`config.mk`:
```
export PLATFORM = sky130hd
export DESIGN_NAME = ecg_phase_ctrl
export DESIGN_NICKNAME = d
export VERILOG_FILES = /design/src/rtl/ecg_phase_ctrl.sv
export SDC_FILE = /design/constraint.sdc
export NUM_CORES = 1
export LEC_CHECK = 0
export CORE_ASPECT_RATIO = 1.2
export CORE_MARGIN = 5
export CORE_UTILIZATION = 59
export CTS_CLUSTER_SIZE = 12
export DETAILED_ROUTE_END_ITERATION = 8
export DONT_BUFFER_PORTS = 1
export GPL_TIMING_DRIVEN = 1
export PLACE_DENSITY_LB_ADDON = 0.25
export SLEW_MARGIN = 20
export SYNTH_ARGS = -nofsm -noshare
export SYNTH_HDL_FRONTEND = slang
export SYNTH_SLANG_ARGS = --single-unit
```
`constraint.sdc`:
```
create_clock -name clk -period 3.3 [get_ports clk]
set_clock_uncertainty 0.15 [all_clocks]
set_input_delay 0.33 -clock clk [delete_from_list [all_inputs] [get_ports clk]]
set_output_delay 0.33 -clock clk [all_outputs]
set_load 0.05 [all_outputs]
```
`src/rtl/ecg_phase_ctrl.sv`:
```
`default_nettype none
// ============================================================================
// Module   : ecg_phase_ctrl
// Purpose  : Heart-rate phase generator for the ECG LUT stage. A step is
//            accumulated on every sample tick and the accumulator MSBs form
//            the LUT address. Rate changes and stop requests take effect
//            only at a beat boundary, so the waveform never jumps mid-beat.
// Revision : 1.0  initial release
// ============================================================================
module ecg_phase_ctrl #(
   parameter int unsigned              ACC_W        = 24,
   parameter int unsigned              ADDR_W       = 10,
   parameter logic        [ACC_W-1:0]  DEFAULT_STEP = 24'h004000,
   parameter int unsigned              CNT_W        = 16
) (
   input  logic              clk,
   input  logic              reset,
   input  logic              en,
   input  logic              tick,
   input  logic [ACC_W-1:0]  step_in,
   input  logic              step_valid,
   output logic              step_ready,
   output logic              step_err,
   output logic [ADDR_W-1:0] phase_acc,
   output logic              beat_start,
   output logic [CNT_W-1:0]  beat_count,
   output logic              running
);

   typedef enum logic [1:0] {
      ST_STOP  = 2'd0,
      ST_RUN   = 2'd1,
      ST_DRAIN = 2'd2
   } state_t;

   state_t           state;
   state_t           state_nxt;
   logic [ACC_W-1:0] acc;
   logic [ACC_W-1:0] acc_d;
   logic [ACC_W:0]   sum;
   logic             carry;
   logic [ACC_W-1:0] cur_step;
   logic [ACC_W-1:0] pend_step;
   logic             pend_valid;
   logic             accept;
   logic             load_pend;
   logic             count_beat;
   logic             beat_start_d;

   // The pending slot doubles as the handshake: a single buffered step.
   assign step_ready = ~pend_valid;
   assign accept     = step_valid & ~pend_valid;
   assign phase_acc  = acc[ACC_W-1 -: ADDR_W];

   // State register.
   always_ff @(posedge clk) begin
      if (reset) begin
         state <= ST_STOP;
      end else begin
         state <= state_nxt;
      end
   end

   // Next-state and datapath control; RUN and DRAIN share the advance logic
   // and differ only in whether en is still asserted.
   always_comb begin
      state_nxt    = state;
      acc_d        = acc;
      load_pend    = 1'b0;
      count_beat   = 1'b0;
      beat_start_d = 1'b0;
      sum          = {1'b0, acc} + {1'b0, cur_step};
      carry        = sum[ACC_W];
      case (state)
         ST_STOP: begin
            acc_d     = '0;
            load_pend = pend_valid;
            if (en) begin
               state_nxt    = ST_RUN;
               beat_start_d = 1'b1;
            end
         end
         ST_RUN, ST_DRAIN: begin
            state_nxt = en ? ST_RUN : ST_DRAIN;
            if (tick) begin
               acc_d = sum[ACC_W-1:0];
               if (carry) begin
                  count_beat = 1'b1;
                  load_pend  = pend_valid;
                  if (en) begin
                     beat_start_d = 1'b1;
                  end else begin
                     state_nxt = ST_STOP;
                     acc_d     = '0;
                  end
               end
            end
         end
         default: begin
            state_nxt = ST_STOP;
            acc_d     = '0;
         end
      endcase
   end

   // Accumulator, beat counter and registered status outputs.
   always_ff @(posedge clk) begin
      if (reset) begin
         acc        <= '0;
         beat_count <= '0;
         beat_start <= 1'b0;
         running    <= 1'b0;
         step_err   <= 1'b0;
      end else begin
         acc        <= acc_d;
         beat_start <= beat_start_d;
         running    <= (state_nxt != ST_STOP);
         step_err   <= accept & (step_in == '0);
         if (count_beat) begin
            beat_count <= beat_count + CNT_W'(1);
         end
      end
   end

   // Step buffering: a zero step is rejected, a pending step is promoted to
   // the active rate only at a beat boundary or while stopped.
   always_ff @(posedge clk) begin
      if (reset) begin
         cur_step   <= DEFAULT_STEP;
         pend_step  <= '0;
         pend_valid <= 1'b0;
      end else begin
         if (accept && (step_in != '0)) begin
            pend_step  <= step_in;
            pend_valid <= 1'b1;
         end else if (load_pend) begin
            pend_valid <= 1'b0;
         end
         if (load_pend) begin
            cur_step <= pend_step;
         end
      end
   end

endmodule
`default_nettype wire

```
==> After elaboration in Yosys (flattened, before gate mapping) <==
Index checks and enable logic that the tools add are counted.
W data, S select, Z words.
{ "word_totals": {"register_bits": 94, "input_bits": 29, "output_inout_bits": 30} }
{ "classes": {"n_eq_ne": 2, "n_reduce_logical": 8, "add_sub_neg": 2, "bitwise": 4, "mux": 20} }
{ "op_table": {"columns": ["op", "count"], "rows": [
  ["$mux W24", 2],
  ["$add A24 B24 Y25", 1],
  ["$logic_not A24 Y1", 1],
  ["$reduce_bool A24 Y1", 1],
  ["$add A16 B1 Y16 const B", 1],
  ["$mux W1", 10],
  ["$mux W2", 5],
  ["$pmux W1 S2", 2],
  ["$pmux W2 S2", 1],
  ["$reduce_bool A2 Y1", 2],
  ["$reduce_or A2 Y1", 2],
  ["$and A1 B1 Y1", 2],
  ["$eq A2 B1 Y1 const B", 1],
  ["$eq A2 B2 Y1 const B", 1],
  ["$logic_not A2 Y1", 1],
  ["$not A1 Y1", 2],
  ["$logic_and A1 B1 Y1", 1]
]} }

==> Logic depth before layout (Yosys ltp) <==
Gate-level depths: netlist (run 1).
{ "logic_depth": {"word_depth": 6, "mapped_depth": 12, "mapped_depth_nobuf": 11} }

==> Least setup slack after synthesis (run 1) <==
OpenSTA, ideal clock, no wires.
{ "synth_timing": {"path_type": "register -> register", "start": "reg acc[0]", "end": "reg acc[10]", "path_buffers": 1, "required_time_ps": 3022, "setup_time_ps": 128, "arrival_time_ps": 2365, "stages_incl_launch_ff": 13, "period_less_slack_ps": 2643, "slack_ps": 657, "path_cell_list": "dfxtp_1 ha_1 inv_1 fa_1 nand2b_1 a21o_1 a31oi_4 o2111ai_2 and2_1 o21ai_2 buf_2 a2bb2oi_1 nor2_1"} }
{ "synth_via": {"elab_chain_len": 3} }
{ "synth_lines": {"columns": ["element", "line_no", "source"], "rows": [
  ["from (decl)", "38", "logic [ACC_W-1:0] acc;"],
  ["from (signal assigned)", "109", "acc <= '0;"],
  ["from (signal assigned)", "115", "acc <= acc_d;"],
  ["$add A24 B24 Y25 *", "72", "sum = {1'b0, acc} + {1'b0, cur_step};"],
  ["$mux W24", "90", "if (en) begin"],
  ["$mux W24 *", "87", "if (carry) begin"]
]} }
Every way passes the cells marked *; elsewhere a longest branch is shown, timed or not.
A chain may end at the register's enable or synchronous reset.

==> Worst setup path in the final report (run 1) <==
{ "layout_timing": {"start": "reg cur_step[0]", "end": "reg cur_step[23]"} }
{ "layout_via": {"elab_chain_len": 4} }
{ "layout_lines": {"columns": ["element", "line_no", "source"], "rows": [
  ["from (decl)", "42", "logic [ACC_W-1:0] cur_step;"],
  ["from (signal assigned)", "140", "cur_step <= pend_step;"],
  ["$add A24 B24 Y25", "72", null],
  ["$mux W1", "87", null],
  ["$mux W1", "85", "if (tick) begin"],
  ["$pmux W1 S2", "74", "case (state)"]
]} }
No other way between the ends.

==> out/qor.tcl, run 1 <==
set qor(clock_tree_from_tritoncts) {built}
set qor(run_status) {finished, final reports clean}
set qor(total_leakage_power_uw) 0.002265
set qor(final_period_minus_worst_setup_slack_ns) 3.080
set qor(final.fill_count) 663
set qor(cells_taking_the_most_area_after_synthesis) {sky130_fd_sc_hd__dfxtp_1 (39%), sky130_fd_sc_hd__ha_1 (7.1%), sky130_fd_sc_hd__mux2i_1 (5.3%)}
set qor(vias_in_the_first_global_route) 3922
set qor(ys.warnings.count) 0
set qor(grt_setup_unrepaired) {no}
set qor(crit_fanout) 24
set qor(critical_path.startpoint_type) {flip-flop}
set qor(syn_avg_cell_area_um2) 8.775
set qor(most_frequently_used_cell_type_in_the_post_synthesis_netlist) {sky130_fd_sc_hd__dfxtp_1}
set qor(timing.slew.headroom) 0.4290
set qor(detail_route.wirelength_mm) 11.17
set qor(slew_violations) 0
set qor(p_clk_frac) 0.342
set qor(cellInternalPower_uw) 1580
set qor(layout.nets) 624
set qor(pwr_density_cell_nw_per_um2) 411.1
set qor(post_synth_inst_count) 543
set qor(num_antenna_cells) 0
set qor(placeable_area_um2) 8018
set qor(grt_max_degree) 71
set qor(synth_enable_flop_cells) 0
set qor(clock-root-buffer) {sky130_fd_sc_hd__clkbuf_8}
set qor(worstPathRequired_ns) 3.46
set qor(placed_cells) 624
set qor(synthDistinctLibCells) 56
set qor(holdWs_ns) 0.03654
set qor(placed_wire_length_estimate_mm) 7.741
set qor(synth_largest_type_area_fraction) 0.3950
set qor(sw_frac_of_total) 0.2815
set qor(min-delay-path-class) {in2reg}
set qor(grt_first_pass_wirelength_mm) 18.58
set qor(mappedNetlistNets) 600
set qor(cts_max_level) 3
set qor(cap_violations) 0
set qor(insertion_delay_to_the_later_sink_of_the_worst_skew_pair_ns) 0.37
set qor(fraction_of_layout_instances_using_a_drive_strength_above_1) 0.08741
set qor(synth.top_cells.by_count) {sky130_fd_sc_hd__dfxtp_1 (94), sky130_fd_sc_hd__nand2_1 (66), sky130_fd_sc_hd__nor2_1 (63), sky130_fd_sc_hd__a21oi_1 (48), sky130_fd_sc_hd__ha_1 (27)}
set qor(finalHoldViolations) 0
set qor(timing.fmax_ghz) 0.3247
set qor(post_route_clock_period_utilization) 0.9333
set qor(yosysTopAreaCell) {sky130_fd_sc_hd__dfxtp_1}
set qor(power.switching_uw) 619.0
set qor(instances_no_fill) 667
set qor(total_of_flip_flops_plus_latches_after_synthesis) 94
set qor(synth_flop_cell) {sky130_fd_sc_hd__dfxtp_1}
set qor(clk_pin_slew_worst_paths_ns) 0.10
set qor(initial_core_util) 0.5943
set qor(synth-seq-area-share) 0.3950
set qor(power.sequential.fraction) 0.547
set qor(worst_pin_slew_ns) 0.8533
set qor(timing_worst_setup_path_type) {reg2reg}
set qor(crit_end_category) {flip-flop}
set qor(multi_input_comb_area_um2) 2675
set qor(die_h_um) 108.4
set qor(drt_pre_antenna_iters) 5
set qor(post_cts.repair.setup_buffers) 0
set qor(reg2reg_setup_slack_ns) 0.22
set qor(dieArea_um2) 9980
set qor(postSynth.asyncResetShare) 0
set qor(fp.dieW_um) 92.04
set qor(io_pins) 59
set qor(clk_path_buf_depth) 2
set qor(numPortBuffers) 0
set qor(antenna_left) 0
set qor(timing.critical_path.arrival_ns) 3.24
set qor(global_route_usage_sum) 0.2329
set qor(detailroute.via_count) 3935
set qor(wire_per_inst_um) 16.75
set qor(drt_drc_violations_left) 0
set qor(post-route-util) 0.6671
set qor(synthesis.area_um2) 4765
set qor(post_drt_via_cell_ratio) 5.900
set qor(globalRoute.totalOverflow) 0
set qor(cts_sink_count) 94
set qor(antenna_found_initial) 0
set qor(drt_iter0_drc) 260
set qor(placedInstanceArea_um2) 4857
set qor(setup_total_negative_slack_ns) 0
set qor(cts_made_buffers) 9
set qor(fp-row-count) 36
set qor(postLayoutCellArea_um2) 5349
set qor(max-vdd-ir-drop_v) 0.0002820
set qor(timing.final.setup_violations) 0
set qor(area.growth.synth_to_final_pct) 12.26
set qor(gp_routability_congestion) 0.8508
set qor(area.sequential_um2) 1882
set qor(power_frac_comb) 0.110
==> timing repair <==
item	CTS	global route
gates resized for setup	0	2
hold buffers	27	0
endpoints found under the setup margin	0	13
hold endpoints to repair	69	0
==> placed cells by master, fill, tap and decap left out, types with 5 or more instances in the layout <==
master and n:
sky130_fd_sc_hd__a21oi_1 48, sky130_fd_sc_hd__nand2_1 66, sky130_fd_sc_hd__clkbuf_8 10, sky130_fd_sc_hd__nor2_1 63, sky130_fd_sc_hd__and3_1 5, sky130_fd_sc_hd__ha_1 27
sky130_fd_sc_hd__a22o_1 11, sky130_fd_sc_hd__a2bb2oi_1 10, sky130_fd_sc_hd__a21o_1 11, sky130_fd_sc_hd__nor4_1 7, sky130_fd_sc_hd__nand2b_1 5, sky130_fd_sc_hd__mux2i_1 25
sky130_fd_sc_hd__nand3_1 10, sky130_fd_sc_hd__and2_1 6, sky130_fd_sc_hd__dfxtp_1 94, sky130_fd_sc_hd__inv_1 14, sky130_fd_sc_hd__xnor2_1 13, sky130_fd_sc_hd__nand4_1 6
sky130_fd_sc_hd__xor2_1 22, sky130_fd_sc_hd__dlygate4sd3_1 26, sky130_fd_sc_hd__o21ai_0 13, sky130_fd_sc_hd__buf_4 19
==> power groups by stage <==
stage,combinational [µW],clock (µW),sequential [µW]
after floorplan,171,0,1220
after global placement,188,0,1230
after detailed placement,193,0,1230
after CTS,236,772,1200
after global routing,265,811,1210
final,243,753,1200
==> cell families after synthesis <==
group,after synthesis,synth area share
AO/OA/AOI/OAI,130,0.1904
multiplexers,25,0.05252
XOR/XNOR,35,0.06434
AND/OR/NAND/NOR,184,0.1738
flip-flops,94,0.3950
adder cells (fa/ha/maj),28,0.07510
buffers and inverters,47,0.04884
==> area by class of cell <==
class,instances,area share
clock buffer,10,0.02573
clock inverter,6,0.009825
inverter,14,0.009825
multi-input combinational,402,0.5001
sequential,94,0.3518
tap,95,0.02222
timing repair buffer,46,0.08047
==> metal layers <==
layer  vias to the layer above  track usage  share of wire
met3                        20      0.07168          0.073
met5                         -            0              0
li1                       1950            -              -
met1                      1860       0.2842           0.43
met2                       105       0.3914           0.48
met4                         0      0.07856          0.019
==> final timing paths <==
| path | endpoint | startpoint | cells after the start |
|---|---|---|---|
| worst max register to register | cur_step[23]$_SDFFE_PP0P_ | cur_step[0]$_SDFFE_PP0P_ | 11 |
| worst min register to register | cur_step[4]$_SDFFE_PP0P_ | pend_step[4]$_SDFFE_PP0P_ | 2 |
| worst max-delay path | cur_step[23]$_SDFFE_PP0P_ | cur_step[0]$_SDFFE_PP0P_ | 11 |
| worst min-delay path | acc[1]$_SDFFE_PP0P_ | tick | 2 |
==> sequential cells by signal (all words and copies together), names as in the netlist <==
signal      flops
step_err        1
beat_count     16
pend_valid      1
running         1
state           2
pend_step      24
beat_start      1
acc            24
cur_step       24
==> worst max-delay path, cell delays in order, from the launching register on <==
cell,delay (ns)
sky130_fd_sc_hd__dfxtp_1,0.35
sky130_fd_sc_hd__ha_1,0.17
sky130_fd_sc_hd__inv_1,0.06
sky130_fd_sc_hd__fa_1,0.40
sky130_fd_sc_hd__nand2b_1,0.18
sky130_fd_sc_hd__a21o_1,0.21
sky130_fd_sc_hd__a31oi_4,0.23
sky130_fd_sc_hd__o2111ai_2,0.19
sky130_fd_sc_hd__a21oi_2,0.41
sky130_fd_sc_hd__o21a_4,0.37
sky130_fd_sc_hd__nand2_1,0.15
sky130_fd_sc_hd__a21oi_1,0.13
==> metrics by stage <==
| stage | total power (µW) | setup WS (ns) |
|---|---|---|
| after floorplan | 1394 | 0.6570 |
| after global placement | 1416 | 0.2261 |
| after detailed placement | 1422 | 0.1662 |
| after CTS | 2210 | 0.1324 |
| after global routing | 2284 | 0.07016 |
| final | 2199 | 0.2200 |
Note: power is estimated with default switching activity, not from simulation.
==> run 2: changes to the inputs <==
--- a/config.mk
+++ b/config.mk
@@ -7,7 +7,7 @@
 export LEC_CHECK = 0
 export CORE_ASPECT_RATIO = 1.2
 export CORE_MARGIN = 5
-export CORE_UTILIZATION = 59
+export CORE_UTILIZATION = 55
 export CTS_CLUSTER_SIZE = 12
 export DETAILED_ROUTE_END_ITERATION = 8
 export DONT_BUFFER_PORTS = 1
==> out/qor.tcl, run 2 (same netlist as run 1, synthesis figures left out) <==
set qor(max-vdd-ir-drop_v) 0.0002767
set qor(grt_first_pass_wirelength_mm) 18.16
set qor(min-delay-path-class) {in2reg}
set qor(layout.nets) 623
set qor(num_antenna_cells) 0
set qor(post_route_clock_period_utilization) 0.9281
set qor(holdWs_ns) 0.01686
set qor(p_clk_frac) 0.326
set qor(insertion_delay_to_the_later_sink_of_the_worst_skew_pair_ns) 0.37
set qor(run_status) {finished, final reports clean}
set qor(detailroute.via_count) 3854
set qor(post_cts.repair.setup_buffers) 0
set qor(initial_core_util) 0.5593
set qor(total_leakage_power_uw) 0.002254
set qor(clock-root-buffer) {sky130_fd_sc_hd__clkbuf_8}
set qor(fraction_of_layout_instances_using_a_drive_strength_above_1) 0.08421
set qor(gp_routability_congestion) 0.8586
set qor(die_h_um) 112.0
set qor(fp.dieW_um) 94.97
set qor(power.switching_uw) 594.1
set qor(cts_sink_count) 94
set qor(placedInstanceArea_um2) 4877
set qor(grt_max_degree) 71
set qor(power_frac_comb) 0.112
set qor(cap_violations) 0
set qor(pwr_density_cell_nw_per_um2) 400.7
set qor(critical_path.startpoint_type) {flip-flop}
set qor(post_drt_via_cell_ratio) 5.610
set qor(holdBufCountCts) 27
set qor(placeable_area_um2) 8518
set qor(numPortBuffers) 0
set qor(cts.repair.resized) 0
set qor(drt_pre_antenna_iters) 4
set qor(crit_end_category) {flip-flop}
set qor(antenna_left) 0
set qor(sw_frac_of_total) 0.2776
set qor(clk_path_buf_depth) 2
set qor(placed_wire_length_estimate_mm) 7.597
set qor(setup_total_negative_slack_ns) 0
set qor(timing.critical_path.arrival_ns) 3.21
set qor(global_route_usage_sum) 0.2156
set qor(area.growth.synth_to_final_pct) 12.11
set qor(layout_common_cells) {sky130_fd_sc_hd__dfxtp_1 (94), sky130_fd_sc_hd__nand2_1 (66), sky130_fd_sc_hd__nor2_1 (63)}
set qor(cts_made_buffers) 9
set qor(finalHoldViolations) 0
set qor(worstPathRequired_ns) 3.44
set qor(drt_drc_violations_left) 0
set qor(top_regs) {acc: 24 flops, cur_step: 24 flops, pend_step: 24 flops}
set qor(post-route-util) 0.6271
set qor(timing.fmax_ghz) 0.3265
set qor(detail_route.wirelength_mm) 10.81
set qor(slew_violations) 0
set qor(vias_in_the_first_global_route) 3826
set qor(timing.final.setup_violations) 0
set qor(globalRoute.totalOverflow) 0
set qor(wire_per_inst_um) 15.74
set qor(timing.slew.headroom) 0.4134
set qor(timing_worst_setup_path_type) {reg2reg}
set qor(antenna_found_initial) 0
set qor(clock_tree_from_tritoncts) {built}
set qor(layout_commonest_cell) {sky130_fd_sc_hd__dfxtp_1}
set qor(cts_max_level) 3
set qor(postLayoutCellArea_um2) 5341
set qor(worst_pin_slew_ns) 0.8767
set qor(drt_iter0_drc) 183
set qor(final_period_minus_worst_setup_slack_ns) 3.063
set qor(power.sequential.fraction) 0.562
set qor(dieArea_um2) 10630
set qor(io_pins) 59
set qor(cellInternalPower_uw) 1546
set qor(fp-row-count) 37
set qor(clk_pin_slew_worst_paths_ns) 0.10
set qor(crit_fanout) 24
set qor(grt_setup_unrepaired) {no}
-- run 2: cell count changes in the layout (fill, tap and decap cells not counted) --
cell / before / now
sky130_fd_sc_hd__buf_4: 19 / 18
sky130_fd_sc_hd__clkbuf_8: 10 / 9
sky130_fd_sc_hd__clkinv_2: 1 / 2
sky130_fd_sc_hd__clkinv_4: 0 / 1
sky130_fd_sc_hd__clkinvlp_4: 1 / 0
sky130_fd_sc_hd__inv_6: 2 / 3
sky130_fd_sc_hd__inv_8: 2 / 0
sky130_fd_sc_hd__o21a_2: 0 / 1
sky130_fd_sc_hd__o21a_4: 1 / 0
-- run 2: worst paths after layout --
path	start	endpoint	slack, ns	cells after the start
max	acc[0]$_SDFFE_PP0P_	cur_step[5]$_SDFFE_PP0P_	0.24	12
min	en	state[0]$_SDFF_PP0_	0.02	2
max reg2reg	acc[0]$_SDFFE_PP0P_	cur_step[5]$_SDFFE_PP0P_	0.24	12
min reg2reg	pend_step[17]$_SDFFE_PP0P_	cur_step[17]$_SDFFE_PP0P_	0.31	2
-- run 2: layout make-up --
cell class,count,area (µm²)
clock buffer,9,123.9
multi-input combinational,402,2669
timing repair buffer,45,422.9
tap,117,146.4
clock inverter,6,45.04
inverter,14,52.55
fill,763,3177
sequential,94,1882
-- run 2: through the flow --
| step | setup WS, ns | total power (µW) | instances |
|---|---|---|---|
| after CTS | 0.1264 | 2157 | 687 |
| after global placement | 0.2500 | 1420 | 645 |
| after global routing | 0.001936 | 2235 | 687 |
| after floorplan | 0.6570 | 1394 | 543 |
| final | 0.2372 | 2140 | 687 |
| after detailed placement | 0.1458 | 1426 | 645 |
-- run 2: power by group through the flow --
stage	logic, µW	clock network, µW	registers (µW)
floorplan	171	0	1220
detailed placement	196	0	1230
finish	240	697	1200
global route	266	761	1210
CTS	239	715	1200
global placement	192	0	1230
-- run 2: critical path, cell delays in order, from the launching register on --
cell	delay (ns)
sky130_fd_sc_hd__dfxtp_1	0.35
sky130_fd_sc_hd__ha_1	0.17
sky130_fd_sc_hd__inv_1	0.06
sky130_fd_sc_hd__fa_1	0.38
sky130_fd_sc_hd__nand2b_1	0.18
sky130_fd_sc_hd__a21o_1	0.20
sky130_fd_sc_hd__a31oi_4	0.23
sky130_fd_sc_hd__o2111ai_2	0.18
sky130_fd_sc_hd__a21oi_2	0.38
sky130_fd_sc_hd__o21a_2	0.17
sky130_fd_sc_hd__buf_4	0.29
sky130_fd_sc_hd__nand2_1	0.09
sky130_fd_sc_hd__a21oi_1	0.13
-- run 2: routing by layer --
metal | routed length [µm] | vias to the layer above | share of wire | track usage
met5 | 0 | - | 0 | 0
met4 | 143 | 0 | 0.013 | 0.06449
met1 | 4658 | 1808 | 0.43 | 0.2640
li1 | - | 1952 | - | -
met2 | 5171 | 84 | 0.48 | 0.3532
met3 | 837 | 10 | 0.077 | 0.07635
